## config.mk

```make
export PLATFORM = sky130hd
export DESIGN_NAME = game_ctrl
export DESIGN_NICKNAME = d
export VERILOG_FILES = /design/src/rtl/game_ctrl.sv
export SDC_FILE = /design/constraint.sdc
export NUM_CORES = 1
export LEC_CHECK = 0
export CORE_UTILIZATION = 45
export DETAILED_ROUTE_END_ITERATION = 16
export PLACE_DENSITY = 0.69
export SLEW_MARGIN = 0
export SYNTH_ARGS = -nofsm -noshare
export SYNTH_HDL_FRONTEND = slang
export SYNTH_SLANG_ARGS = --single-unit
```

## constraint.sdc

```tcl
create_clock -name clk -period 6.3 [get_ports clk]
set_input_delay 0.945 -clock clk [delete_from_list [all_inputs] [get_ports clk]]
set_output_delay 0.945 -clock clk [all_outputs]
set_load 0.01 [all_outputs]
```

## src/rtl/game_ctrl.sv

```systemverilog
// Per-frame game controller: bird physics, pipe recycling, collision latch and score,
// all advanced once per new_frame pulse and presented as registered sprite positions.
module game_ctrl #(
    parameter int BIRD_X   = 200,
    parameter int START_Y  = 240,
    parameter int GROUND_Y = 400,
    parameter int GRAVITY  = 2,
    parameter int FLAP_V   = 56,
    parameter int VMAX     = 96,
    parameter int SPEED    = 2,
    parameter int PIPE_W   = 52,
    parameter int SPACING  = 240,
    parameter int Y_BASE   = -50
) (
    input  logic               clk,
    input  logic               rstn,
    input  logic               button_press,
    input  logic               new_frame,
    input  logic               hit,
    output logic [1:0]         game_state,
    output logic [7:0]         stage_shift,
    output logic signed [15:0] pipe1_pos_x,
    output logic signed [15:0] pipe2_pos_x,
    output logic signed [15:0] pipe3_pos_x,
    output logic signed [15:0] pipe1_pos_y,
    output logic signed [15:0] pipe2_pos_y,
    output logic signed [15:0] pipe3_pos_y,
    output logic signed [15:0] bird_pos_x,
    output logic signed [15:0] bird_pos_y,
    output logic signed [7:0]  bird_angle,
    output logic [1:0]         bird_status,
    output logic [15:0]        score
);

    typedef enum logic [1:0] {
        IDLE  = 2'd0,
        PLAY  = 2'd1,
        DYING = 2'd2,
        OVER  = 2'd3
    } state_t;

    localparam logic signed [15:0] VY_FLAP   = 16'(-FLAP_V);
    localparam logic signed [15:0] GRAV16    = 16'(GRAVITY);
    localparam logic signed [15:0] VMAX16    = 16'(VMAX);
    localparam logic signed [15:0] SPD16     = 16'(SPEED);
    localparam logic [7:0]         SPD8      = 8'(SPEED);
    localparam logic signed [15:0] PW16      = 16'(PIPE_W);
    localparam logic signed [15:0] WRAP_LIM  = 16'(-PIPE_W);
    localparam logic signed [15:0] SPAN16    = 16'(3 * SPACING);
    localparam logic signed [15:0] BX16      = 16'(BIRD_X);
    localparam logic signed [15:0] GROUND16  = 16'(GROUND_Y);
    localparam logic signed [15:0] YBASE16   = 16'(Y_BASE);
    localparam logic signed [19:0] START_FP  = 20'(START_Y * 16);
    localparam logic signed [19:0] GROUND_FP = 20'(GROUND_Y * 16);
    localparam logic signed [15:0] ANG_LO    = -16'sd20;
    localparam logic signed [15:0] ANG_HI    = 16'sd90;
    localparam logic [15:0]        LFSR_SEED = 16'hACE1;

    state_t              state, state_n;
    logic signed [19:0]  pos_fp, pos_n;
    logic signed [15:0]  vy, vy_n;
    logic signed [15:0]  pipe_x [3];
    logic signed [15:0]  pipe_y [3];
    logic signed [15:0]  px_n [3];
    logic signed [15:0]  py_n [3];
    logic [7:0]          stage_r, stage_n;
    logic [15:0]         score_r, score_n;
    logic [1:0]          status_r, status_n;
    logic [2:0]          fcnt, fcnt_n;
    logic signed [7:0]   angle_r, angle_n;
    logic [15:0]         lfsr;
    logic                flap_pend, hit_lat;

    logic                flap_v, hit_v;
    logic signed [15:0]  vy_grav, vy_t, nx, va;
    logic signed [19:0]  pos_t;
    logic [1:0]          crossings;
    logic [17:0]         sc_sum;

    // Pulses coincident with new_frame are folded into that frame's update.
    assign flap_v = flap_pend | button_press;
    assign hit_v  = hit_lat | (hit && state == PLAY);

    always_comb begin
        state_n   = state;
        pos_n     = pos_fp;
        vy_n      = vy;
        px_n      = pipe_x;
        py_n      = pipe_y;
        stage_n   = stage_r;
        score_n   = score_r;
        status_n  = status_r;
        fcnt_n    = fcnt;
        angle_n   = angle_r;
        vy_t      = '0;
        pos_t     = '0;
        nx        = '0;
        va        = '0;
        crossings = '0;
        sc_sum    = '0;

        vy_grav = vy + GRAV16;
        if (vy_grav > VMAX16) begin
            vy_grav = VMAX16;
        end

        if (new_frame) begin
            case (state)
                IDLE: begin
                    stage_n = stage_r + SPD8;
                    pos_n   = START_FP;
                    if (flap_v) begin
                        state_n = PLAY;
                        vy_n    = VY_FLAP;
                    end
                end
                PLAY: begin
                    vy_t  = flap_v ? VY_FLAP : vy_grav;
                    pos_t = pos_fp + {{4{vy_t[15]}}, vy_t};
                    if (pos_t[19]) begin
                        pos_t = '0;
                        vy_t  = '0;
                    end
                    vy_n  = vy_t;
                    pos_n = pos_t;
                    for (int unsigned i = 0; i < 3; i++) begin
                        nx = pipe_x[i] - SPD16;
                        if (nx < WRAP_LIM) begin
                            nx      = nx + SPAN16;
                            py_n[i] = YBASE16 + $signed({8'h00, lfsr[7:0]});
                        end
                        px_n[i] = nx;
                        if ((pipe_x[i] + PW16 >= BX16) && (nx + PW16 < BX16)) begin
                            crossings = crossings + 2'd1;
                        end
                    end
                    sc_sum  = {2'b00, score_r} + {16'd0, crossings};
                    score_n = (sc_sum[17:16] != 2'b00) ? '1 : sc_sum[15:0];
                    stage_n = stage_r + SPD8;
                    if (hit_v || ($signed(pos_t[19:4]) >= GROUND16)) begin
                        state_n = DYING;
                    end
                end
                DYING: begin
                    pos_t = pos_fp + {{4{vy_grav[15]}}, vy_grav};
                    if ($signed(pos_t[19:4]) >= GROUND16) begin
                        pos_n   = GROUND_FP;
                        vy_n    = '0;
                        state_n = OVER;
                    end else begin
                        pos_n = pos_t;
                        vy_n  = vy_grav;
                    end
                end
                OVER: begin
                    if (flap_v) begin
                        state_n  = IDLE;
                        pos_n    = START_FP;
                        vy_n     = '0;
                        px_n[0]  = 16'sd640;
                        px_n[1]  = 16'sd880;
                        px_n[2]  = 16'sd1120;
                        py_n[0]  = 16'sd0;
                        py_n[1]  = 16'sd100;
                        py_n[2]  = 16'sd200;
                        stage_n  = '0;
                        score_n  = '0;
                        status_n = '0;
                        fcnt_n   = '0;
                    end
                end
                default: state_n = IDLE;
            endcase

            if (state == IDLE || state == PLAY) begin
                fcnt_n = fcnt + 3'd1;
                if (fcnt == 3'd7) begin
                    status_n = status_r + 2'd1;
                end
            end

            va = vy_n >>> 2;
            if (va < ANG_LO) begin
                va = ANG_LO;
            end else if (va > ANG_HI) begin
                va = ANG_HI;
            end
            angle_n = (state_n == IDLE) ? 8'sd0 : va[7:0];
        end
    end

    always_ff @(posedge clk or negedge rstn) begin
        if (!rstn) begin
            state     <= IDLE;
            pos_fp    <= START_FP;
            vy        <= '0;
            pipe_x[0] <= 16'sd640;
            pipe_x[1] <= 16'sd880;
            pipe_x[2] <= 16'sd1120;
            pipe_y[0] <= 16'sd0;
            pipe_y[1] <= 16'sd100;
            pipe_y[2] <= 16'sd200;
            stage_r   <= '0;
            score_r   <= '0;
            status_r  <= '0;
            fcnt      <= '0;
            angle_r   <= '0;
        end else begin
            state    <= state_n;
            pos_fp   <= pos_n;
            vy       <= vy_n;
            pipe_x   <= px_n;
            pipe_y   <= py_n;
            stage_r  <= stage_n;
            score_r  <= score_n;
            status_r <= status_n;
            fcnt     <= fcnt_n;
            angle_r  <= angle_n;
        end
    end

    // LFSR and event latches run every cycle, independent of the frame update.
    always_ff @(posedge clk or negedge rstn) begin
        if (!rstn) begin
            lfsr      <= LFSR_SEED;
            flap_pend <= 1'b0;
            hit_lat   <= 1'b0;
        end else begin
            lfsr <= {lfsr[0] ^ lfsr[2] ^ lfsr[3] ^ lfsr[5], lfsr[15:1]};
            if (new_frame) begin
                flap_pend <= 1'b0;
                hit_lat   <= 1'b0;
            end else begin
                if (button_press) begin
                    flap_pend <= 1'b1;
                end
                if (hit && state == PLAY) begin
                    hit_lat <= 1'b1;
                end
            end
        end
    end

    assign game_state  = state;
    assign stage_shift = stage_r;
    assign pipe1_pos_x = pipe_x[0];
    assign pipe2_pos_x = pipe_x[1];
    assign pipe3_pos_x = pipe_x[2];
    assign pipe1_pos_y = pipe_y[0];
    assign pipe2_pos_y = pipe_y[1];
    assign pipe3_pos_y = pipe_y[2];
    assign bird_pos_x  = BX16;
    assign bird_pos_y  = pos_fp[19:4];
    assign bird_angle  = angle_r;
    assign bird_status = status_r;
    assign score       = score_r;

endmodule
```

==> flow_metrics.env <==
export IMPL_fin_skew_ps=18.4
export IMPL_cts_root_buf="clkbuf_16"
export IMPL_ys_seq_area_share_pct=27.9
export IMPL_fp_dieArea_sq_um=34400
export IMPL_reg2reg_to="score[0]"
export IMPL_p_per_area_nw_per_um2=525
export IMPL_port_buffers=148
export IMPL_worstPathArrival_ps=6740
export IMPL_die_h_um=185
export IMPL_postRouteWirelength_mm=51.1
export IMPL_numCtsBuffers=17
export IMPL_ys_seq_elements=167
export IMPL_slew_headroom_pct=33.3
export IMPL_num_vias=16100
export IMPL_postSynth_asyncResetShare_pct=100
export IMPL_cts_tree="built"
export IMPL_start_kind="register"
export IMPL_drc_errors=0
export IMPL_post_dp_hpwl_mm=37.7
export IMPL_tightest_slew_ps=998
export IMPL_hold_viol_final=0
export IMPL_ir_drop_mv=0.357
export IMPL_clock_path_buffers=2
export IMPL_yosysWarnings=0
export IMPL_routedWlPerCell_um=19.0
export IMPL_stdcell_area_sq_um=19800
export IMPL_yosysUniqueCellTypes=108
export IMPL_synth_edff_count=0
export IMPL_first_iter_violations=1265
export IMPL_period_share_pct=101
export IMPL_dieWidth_um=185
export IMPL_worstSetupPathType="reg2reg"
export IMPL_hold_end="lfsr[11]"
export IMPL_synth_area_leaders="dfrtp_1 (23%), ha_1 (6.0%), nand2_1 (5.0%), dfstp_2 (4.9%), a21oi_1 (4.7%)"
export IMPL_placed_area_sq_um=18500
export IMPL_finalMaxSlewViolations=0
export IMPL_antenna_found_initial=1
export IMPL_firstDrtPassIters=7
export IMPL_synth_ff_type="dfrtp_1"
export IMPL_hold_path_class="reg2reg"
export IMPL_p_leak_uw=0.00853
export IMPL_grt_pass1_vias=15200
export IMPL_clock_sinks=167
export IMPL_cp_max_fo=5
export IMPL_grt_ovfl_total=0
export IMPL_maxCapViolCount=0
export IMPL_endpoint_kind="register"
export IMPL_h_tree_depth=4
export IMPL_syn_area_sq_um=15100
export IMPL_outcome="finished, violations left"
export IMPL_grt_pass1_wl_mm=79.6
export IMPL_antenna_cells=0
export IMPL_drtAntennaViolNets=0
export IMPL_drive_gt1_share_pct=22.6
export IMPL_grtUsageTotal_pct=29.2
export IMPL_setup_viol_count_final=10
export IMPL_synth_top_area_cell="dfrtp_1"
export IMPL_io_pins=169
export IMPL_syn_area_per_cell_sq_um=7.86
export IMPL_worstReg2RegStart="pipe2_pos_x[4]"
export IMPL_period_needed_ps=6370
export IMPL_initial_core_util_pct=46.1
export IMPL_core_area_sq_um=32800
export IMPL_path_clk_slew_ps=80
export IMPL_grt_max_degree=67
export IMPL_synthTopCellsByCount="nand2_1 (202), nor2_1 (170), a21oi_1 (142)"
export IMPL_cp_required_ps=6670
export IMPL_r2r_cells=25
export IMPL_hold_depth=0
export IMPL_synth_top_area_share_pct=23.0
export IMPL_synth_most_common_cell="nand2_1"
export IMPL_violations="setup timing"
export IMPL_rows=66
export IMPL_layout_setup_ws_ps=-69.4
export IMPL_max_freq_mhz=157
export IMPL_r2r_setup_slack_ps=-70
export IMPL_hold_buffers=0
export IMPL_netlist_instances=1924
export IMPL_finalPower_uw=10400
export IMPL_areaGrowthSynthToFinish_pct=31.1
export IMPL_viasPerCell=6.00
export IMPL_clk_latency_ps=460
export IMPL_final_nets=2315
export IMPL_gp_congestion=1.04
export IMPL_min_delay_start="lfsr[12]"
export IMPL_rsz0062_at_grt="true"
timing repair:
| action | in CTS | in global routing |
|---|---|---|
| endpoints found under the hold margin | 0 | 0 |
| endpoints found under the setup margin | 21 | 31 |
| pin swaps | 3 | 34 |
| buffers inserted | 4 | 16 |
| resized for setup | 17 | 101 |
kinds of logic (layout without fill, tap and decap cells):
family	count (synthesis)	in the layout	synth area share, %
AND/OR/NAND/NOR	698	698	22.6
AO/OA/AOI/OAI	598	598	26.8
buffers and inverters	232	538	7.18
flip-flops	167	167	27.9
XOR/XNOR	127	127	7.35
adder cells (fa/ha/maj)	75	75	6.35
multiplexers	25	25	1.79
other	2	20	0.0496
cell usage in the layout (no fill, tap or decap), types with 10 or more instances in the layout:
cell / Yosys / final
buf_4: 54 / 284
nand2_1: 202 / 200
nor2_1: 170 / 160
clkdlybuf4s50_1: 0 / 147
dfrtp_1: 139 / 139
a21oi_1: 142 / 133
o21ai_0: 126 / 121
xnor2_1: 76 / 71
ha_1: 72 / 67
inv_1: 66 / 65
nor3_1: 71 / 62
xor2_1: 51 / 48
nand3_1: 45 / 45
a31oi_1: 41 / 38
dfstp_2: 28 / 28
a21o_1: 28 / 27
nand4_1: 25 / 25
a22o_1: 23 / 23
and3_1: 21 / 21
or3_1: 22 / 21
and2_1: 21 / 20
o22ai_1: 20 / 20
conb_1: 2 / 20
o31ai_1: 21 / 17
nor2b_1: 21 / 17
clkbuf_16: 0 / 17
nor4_1: 20 / 16
or2_2: 15 / 15
o211ai_1: 15 / 15
o22a_1: 14 / 14
mux2_2: 13 / 13
nor3b_1: 12 / 10
o21ai_1: 6 / 10
nand2b_1: 10 / 10
flip-flops by register name, indices dropped and copies added, names as in the netlist:
signal	cells
pos_fp	20
lfsr	16
score	16
vy	16
pipe1_pos_x	15
pipe2_pos_x	15
pipe3_pos_x	15
pipe1_pos_y	10
pipe2_pos_y	10
pipe3_pos_y	10
bird_angle	8
stage_shift	7
fcnt	3
bird_status	2
game_state	2
flap_pend	1
hit_lat	1
report_power, final:
part	internal [uW]	leakage (uW)	switching, uW
clock	545	0.000300	573
combinational	3380	0.00611	4120
sequential	1400	0.00211	388
worst max path at each step:
stage / start / endpoint / cells after the start
finish: pipe2_pos_x[4] / score[0] / 25
global route: pipe2_pos_x[3] / score[1] / 27
CTS: pipe2_pos_x[4] / score[5] / 24
detailed placement: pipe2_pos_x[2] / score[8] / 26
global placement: pipe2_pos_x[4] / score[8] / 24
floorplan: pipe2_pos_x[7] / score[5] / 26
per-stage QoR:
step           TNS (ps)  worst slack (ps)  utilization (%)  hold slack (ps)  instances
2_1_floorplan     -3.45             -3.45                -              331       1942
3_3_place_gp      -1370              -143             56.4              338       2638
3_5_place_dp      -4490              -336             56.4              340       2638
4_1_cts           -10.2             -10.2             58.6              360       2674
5_1_grt           -3940              -344             60.5              367       2690
6_report           -422             -69.4             60.5              355       2690
worst max-delay path, cell delays in order, from the launching register on:
cell	delay, ps
dfstp_2	380
or4_4	560
or4_4	470
or4_4	430
a211oi_2	220
o211ai_1	230
buf_4	220
mux2i_1	130
nand2_1	100
xnor2_2	160
or4b_4	520
xnor2_2	160
nor4_2	180
a41oi_2	80
o41ai_2	320
ha_1	310
xor2_1	180
ha_2	220
fa_2	220
nand2_2	80
nor2_4	90
nand4_1	120
or3_4	450
buf_6	140
nor2b_4	120
o31ai_2	210
layer usage:
metal | part of all wire (%) | vias up | global-route usage [%]
li1 | - | 7592 | -
met1 | 42 | 7765 | 37.4
met2 | 48 | 631 | 49.3
met3 | 6.3 | 137 | 4.31
met4 | 3.6 | 2 | 11.7
met5 | 0.023 | - | 0
area by class of cell:
cell class,count,area [sq um]
Sequential cell,167,4210
Fill cell,2846,13000
Multi-Input combinational cell,1543,10500
Clock inverter,15,191
Timing Repair Buffer,438,3680
Clock buffer,17,425
Inverter,68,255
Tap cell,442,553
No activity file was read; power rests on OpenSTA's default activity.
